### src/rtl/iob_reg_slice_iob_iob.sv
// IOb-to-IOb register slice: 2-entry skid buffer on the request path (registered ready),
// optional response register, and a throttle on the number of outstanding reads.
module iob_reg_slice_iob_iob #(
    parameter int ADDR_W     = 32,
    parameter int DATA_W     = 32,
    parameter int MAX_RD_OUT = 4,
    parameter int RSP_REG    = 1
) (
    input  logic                               clk_i,
    input  logic                               cke_i,
    input  logic                               rst_i,
    input  logic                               iob_valid_i,
    input  logic [ADDR_W-1:0]                  iob_addr_i,
    input  logic [DATA_W-1:0]                  iob_wdata_i,
    input  logic [DATA_W/8-1:0]                iob_wstrb_i,
    output logic                               iob_rvalid_o,
    output logic [DATA_W-1:0]                  iob_rdata_o,
    output logic                               iob_ready_o,
    output logic                               iob_valid_o,
    output logic [ADDR_W-1:0]                  iob_addr_o,
    output logic [DATA_W-1:0]                  iob_wdata_o,
    output logic [DATA_W/8-1:0]                iob_wstrb_o,
    input  logic                               iob_rvalid_i,
    input  logic [DATA_W-1:0]                  iob_rdata_i,
    input  logic                               iob_ready_i,
    output logic [$clog2(MAX_RD_OUT+1)-1:0]    rd_cnt_o,
    output logic                               err_o
);
    localparam int STRB_W = DATA_W / 8;
    localparam int CNT_W  = $clog2(MAX_RD_OUT + 1);
    localparam logic [CNT_W-1:0] MAX_CNT = CNT_W'(MAX_RD_OUT);

    logic              head_vld_q, head_vld_d;
    logic [ADDR_W-1:0] head_addr_q, head_addr_d;
    logic [DATA_W-1:0] head_wdata_q, head_wdata_d;
    logic [STRB_W-1:0] head_wstrb_q, head_wstrb_d;
    logic              skid_vld_q, skid_vld_d;
    logic [ADDR_W-1:0] skid_addr_q, skid_addr_d;
    logic [DATA_W-1:0] skid_wdata_q, skid_wdata_d;
    logic [STRB_W-1:0] skid_wstrb_q, skid_wstrb_d;
    logic [CNT_W-1:0]  cnt_q, cnt_d;
    logic              err_q, err_d;

    logic head_rd;
    logic s_acc;
    logic m_acc;
    logic rd_inc;

    // A read at the head stalls while the outstanding budget is used up; writes behind it wait.
    assign head_rd     = head_vld_q & (head_wstrb_q == '0);
    assign iob_valid_o = head_vld_q & ~(head_rd & (cnt_q == MAX_CNT));
    assign iob_ready_o = ~skid_vld_q;
    assign s_acc       = iob_valid_i & ~skid_vld_q;
    assign m_acc       = iob_valid_o & iob_ready_i;
    assign rd_inc      = m_acc & head_rd;

    assign iob_addr_o  = head_addr_q;
    assign iob_wdata_o = head_wdata_q;
    assign iob_wstrb_o = head_wstrb_q;
    assign rd_cnt_o    = cnt_q;
    assign err_o       = err_q;

    always_comb begin
        head_vld_d   = head_vld_q;
        head_addr_d  = head_addr_q;
        head_wdata_d = head_wdata_q;
        head_wstrb_d = head_wstrb_q;
        skid_vld_d   = skid_vld_q;
        skid_addr_d  = skid_addr_q;
        skid_wdata_d = skid_wdata_q;
        skid_wstrb_d = skid_wstrb_q;
        if (head_vld_q && !m_acc) begin
            if (s_acc) begin
                skid_vld_d   = 1'b1;
                skid_addr_d  = iob_addr_i;
                skid_wdata_d = iob_wdata_i;
                skid_wstrb_d = iob_wstrb_i;
            end
        end else if (skid_vld_q) begin
            // Head leaves while the skid entry waits: promote it (no s-accept possible when full).
            head_vld_d   = 1'b1;
            head_addr_d  = skid_addr_q;
            head_wdata_d = skid_wdata_q;
            head_wstrb_d = skid_wstrb_q;
            skid_vld_d   = 1'b0;
        end else if (s_acc) begin
            head_vld_d   = 1'b1;
            head_addr_d  = iob_addr_i;
            head_wdata_d = iob_wdata_i;
            head_wstrb_d = iob_wstrb_i;
        end else begin
            head_vld_d   = 1'b0;
        end
    end

    always_comb begin
        cnt_d = cnt_q;
        err_d = err_q | (iob_rvalid_i & (cnt_q == '0));
        if (rd_inc && !iob_rvalid_i) begin
            cnt_d = cnt_q + CNT_W'(1);
        end else if (iob_rvalid_i && !rd_inc && (cnt_q != '0)) begin
            cnt_d = cnt_q - CNT_W'(1);
        end
    end

    always_ff @(posedge clk_i) begin
        if (rst_i) begin
            head_vld_q   <= 1'b0;
            head_addr_q  <= '0;
            head_wdata_q <= '0;
            head_wstrb_q <= '0;
            skid_vld_q   <= 1'b0;
            skid_addr_q  <= '0;
            skid_wdata_q <= '0;
            skid_wstrb_q <= '0;
            cnt_q        <= '0;
            err_q        <= 1'b0;
        end else if (cke_i) begin
            head_vld_q   <= head_vld_d;
            head_addr_q  <= head_addr_d;
            head_wdata_q <= head_wdata_d;
            head_wstrb_q <= head_wstrb_d;
            skid_vld_q   <= skid_vld_d;
            skid_addr_q  <= skid_addr_d;
            skid_wdata_q <= skid_wdata_d;
            skid_wstrb_q <= skid_wstrb_d;
            cnt_q        <= cnt_d;
            err_q        <= err_d;
        end
    end

    generate
        if (RSP_REG != 0) begin : g_rsp_reg
            logic              rvalid_q;
            logic [DATA_W-1:0] rdata_q;
            always_ff @(posedge clk_i) begin
                if (rst_i) begin
                    rvalid_q <= 1'b0;
                    rdata_q  <= '0;
                end else if (cke_i) begin
                    rvalid_q <= iob_rvalid_i;
                    rdata_q  <= iob_rdata_i;
                end
            end
            assign iob_rvalid_o = rvalid_q;
            assign iob_rdata_o  = rdata_q;
        end else begin : g_rsp_wire
            assign iob_rvalid_o = iob_rvalid_i;
            assign iob_rdata_o  = iob_rdata_i;
        end
    endgenerate

endmodule

### config.mk
export PLATFORM = sky130hd
export DESIGN_NAME = iob_reg_slice_iob_iob
export DESIGN_NICKNAME = d
export VERILOG_FILES = /design/src/rtl/iob_reg_slice_iob_iob.sv
export SDC_FILE = /design/constraint.sdc
export NUM_CORES = 1
export LEC_CHECK = 0
export BUFFER_PORTS_ARGS = -buffer_cell sky130_fd_sc_hd__buf_2
export CORE_MARGIN = 3
export CORE_UTILIZATION = 35
export CTS_CLUSTER_DIAMETER = 60
export DETAILED_ROUTE_END_ITERATION = 8
export GPL_ROUTABILITY_DRIVEN = 0
export PLACE_DENSITY_LB_ADDON = 0.12
export SETUP_SLACK_MARGIN = 0.15
export SLEW_MARGIN = 5
export SYNTH_ARGS = -nofsm -noshare
export SYNTH_HDL_FRONTEND = slang
export SYNTH_SLANG_ARGS = --single-unit
### constraint.sdc
create_clock -name clk_i -period 2.8 [get_ports clk_i]
set_input_delay 0.14 -clock clk_i [delete_from_list [all_inputs] [get_ports clk_i]]
set_output_delay 0.14 -clock clk_i [all_outputs]
set_load 0.02 [all_outputs]
==> impl_metrics.py <==
metrics = {
    "pwr": {
        "p_leak_uw": 0.003961,
        "p_per_area_nw_per_um2": 598.9,
        "irDropWorstVdd_mv": 0.4026,
    },
    "setup_path": {
        "rrSetupSlack_ps": 390,
        "worstPathMaxFanout": 3,
        "cp-start-kind": "flop",
        "crit_slowest_cell": "or4b_4",
        "cp.arrival_ps": 2760,
        "required_ps": 3150,
        "r2r_cells": 7,
        "crit_path_end_kind": "flop",
        "worstSetupPathType": "flop to flop",
        "critPathBufInv": 0,
        "crit_family": "simple AND/OR/NAND/NOR gates",
        "reg2reg_from": "iob_wstrb_o[0]",
        "cp_slowest_stage_delay_ps": 570,
        "r2r-end": "rd_cnt_o[2]",
        "path_cells": "or4b_4 > nor4b_2 > nand2_1 > fa_1 > or3_1 > a21o_1 > a21oi_1",
    },
    "synth": {
        "synth_top_area_share_pct": 51.72,
        "synth_cell_types": 28,
        "syn-instance-count": 747,
        "netlist_area_um2": 6774,
        "yosysWarningCount": 0,
        "ys_ff_latch": 175,
        "netlist_top_cells_area": "dfxtp_1 (52%), mux2i_1 (15%), nand2_1 (7.9%)",
        "synth-seq-area-share_pct": 51.72,
        "synth_nets": 854,
        "postSynthAreaPerCell_um2": 9.068,
        "synth_top_area_cell": "dfxtp_1",
    },
    "sta": {
        "fin_ws_ps": 385.5,
        "worstMarginPinSlew_ps": 818.5,
        "skew_ps": 12.65,
        "period_share_pct": 86.23,
        "hold_viol": 0,
        "rsz0062_at_grt": "false",
        "finalSetupViolCount": 0,
        "tns_ps": 0,
        "fmax_ghz": 0.4142,
        "drv_slew": 0,
        "relSlewSlack_pct": 45.44,
        "period_needed_ps": 2415,
    },
    "global_route": {
        "grt_pass1_wl_um": 30460,
        "grt-ovfl-total": 0,
        "grt_max_degree": 83,
        "grt_use_total_pct": 17.49,
        "grt_antenna_before_repair": 1,
        "grt_pass1_vias": 5854,
    },
    "clock_tree": {
        "cts_buffers": 17,
        "cts_setup_buffers": 0,
        "clkTransAtPathRegs_ps": 60,
        "clock_latency_ps": 420,
        "root_buffer": "clkbuf_16",
        "clockBufferDepth": 2,
        "cts_tree": "done",
        "cts_num_sinks": 175,
        "h-tree-depth": 4,
        "cts_resized": 0,
        "cts.hold.buffers_added": 102,
    },
    "layout": {
        "syn2layout_area_growth_pct": 42.19,
        "register_area_um2": 3507,
        "fill_cells": 1789,
        "final_cells": 1307,
        "nNetsFinal": 1140,
        "multi_input_area_um2": 3005,
        "layout-drive-gt1-share_pct": 25.43,
    },
    "min_path": {
        "whs_path_depth": 3,
        "min_to": "iob_rvalid_o",
        "worstHoldStart": "cke_i",
        "hold_class": "input pin to flop",
    },
    "detailed_routing": {
        "vias": 5977,
        "wl_per_cell_um": 13.92,
        "drc": 0,
        "wirelength_um": 18200,
        "drtAntennaViolNets": 0,
        "routed_via_density": 4.573,
        "dr.pass1.iters": 4,
        "initialDrtViolationCount": 180,
    },
    "die": {
        "rows": 50,
        "die_w_um": 145.1,
        "core_area_um2": 18830,
        "start_util_pct": 35.97,
        "die_h_um": 145.1,
        "ios": 213,
        "die_area_um2": 21060,
    },
    "place": {
        "post-place-cells": 1172,
        "post-place-ws_ps": 380.3,
        "hpwl_um": 11370,
        "port_buffers": 212,
    },
    "status": {
        "status": "finished clean",
    },
    "flow_run": {
        "maxCapViolCount": 0,
    },
}
worst max path at each step:
stage,start,end,slack (ps),cells after the start
global placement,iob_wstrb_o[0],rd_cnt_o[2],390,7
global route,iob_wstrb_o[1],rd_cnt_o[2],200,7
finish,iob_wstrb_o[0],rd_cnt_o[2],390,7
floorplan,iob_wstrb_o[0],rd_cnt_o[2],270,7
detailed placement,iob_wstrb_o[0],rd_cnt_o[2],380,7
CTS,iob_wstrb_o[0],rd_cnt_o[2],360,7
sequential cells by signal (all words and copies together) (netlist names):
signal        flops
iob_addr_o       32
iob_rdata_o      32
iob_wdata_o      32
skid_addr_q      32
skid_wdata_q     32
iob_wstrb_o       4
skid_wstrb_q      4
rd_cnt_o          3
err_o             1
head_vld_q        1
iob_rvalid_o      1
skid_vld_q        1
synthesized netlist by cell type:
master and n:
or3b_2 1, buf_6 3, nor3_1 1, inv_1 3, o31a_1 1, nor2_1 104
clkbuf_1 44, nand2_1 142, nor4b_2 1, xnor2_1 1, or2_2 1, mux2i_1 102
a21oi_1 72, nand3_1 2, a21o_1 1, nand4_1 1, dfxtp_1 175, buf_2 13
a31oi_1 1, o21ai_0 2, fa_1 1, a211oi_1 69, or4b_4 1, buf_1 1
o31ai_4 1, and3_1 1, a21oi_2 1, or3_1 1
cell type report:
class                      count  area share [%]
antenna                        1         0.02598
clock buffer                  20           4.741
clock inverter                12           1.130
inverter                       3          0.1169
multi-input combinational    508           31.20
sequential                   175           36.41
tap                          260           3.377
timing repair buffer         328           22.99
worst min-delay path: stages:
cell and delay [ps]:
buf_2 130, nand2_1 70, a21oi_1 60
where the power goes:
group          total, uW  switching, uW  leakage [uW]  internal (uW)
sequential          2670           62.2       0.00143           2610
clock               2280            998      0.000277           1280
combinational        822            459       0.00225            363
cells by family after synthesis:
family | Yosys count | share of synthesized area (%)
XOR/XNOR | 1 | 0.1293
flip-flops | 175 | 51.72
adder cells (fa/ha/maj) | 1 | 0.2955
AND/OR/NAND/NOR | 256 | 14.78
buffers and inverters | 64 | 4.119
multiplexers | 102 | 15.07
AO/OA/AOI/OAI | 148 | 13.89
per-stage QoR:
| step | instance area, um^2 | total power [uW] | hold WS, ps | utilization, % |
|---|---|---|---|---|
| after floorplan | 6774 | 3166 | 276.0 | - |
| after global placement | 8043 | 3440 | 373.7 | 42.71 |
| after detailed placement | 8043 | 3442 | 383.8 | 42.71 |
| after CTS | 9629 | 5857 | 18.98 | 51.14 |
| after global routing | 9632 | 6051 | 35.98 | 51.15 |
| final | 9632 | 5769 | 40.49 | 51.15 |
cell usage in the layout, fill, tap and decap left out, types with 2 or more instances in the layout:
master	count
dfxtp_1	174
a21oi_1	72
nor2_1	104
buf_4	13
dlygate4sd3_1	102
clkinvlp_4	2
buf_2	211
clkbuf_8	2
clkbuf_16	17
o21ai_0	2
mux2i_1	102
clkinv_4	2
clkinv_2	4
inv_1	3
a211oi_1	69
nand2_1	142
buf_12	2
inv_6	3
routing by layer:
layer  global-route usage [%]  up-vias  share of wire, %
li1                         -     3131                 -
met1                    22.37     2710                47
met2                    29.48      124                48
met3                    4.497       12               4.0
met4                    4.653        0               1.1
met5                        0        -                 0
Note: power is estimated with default switching activity, not from simulation.
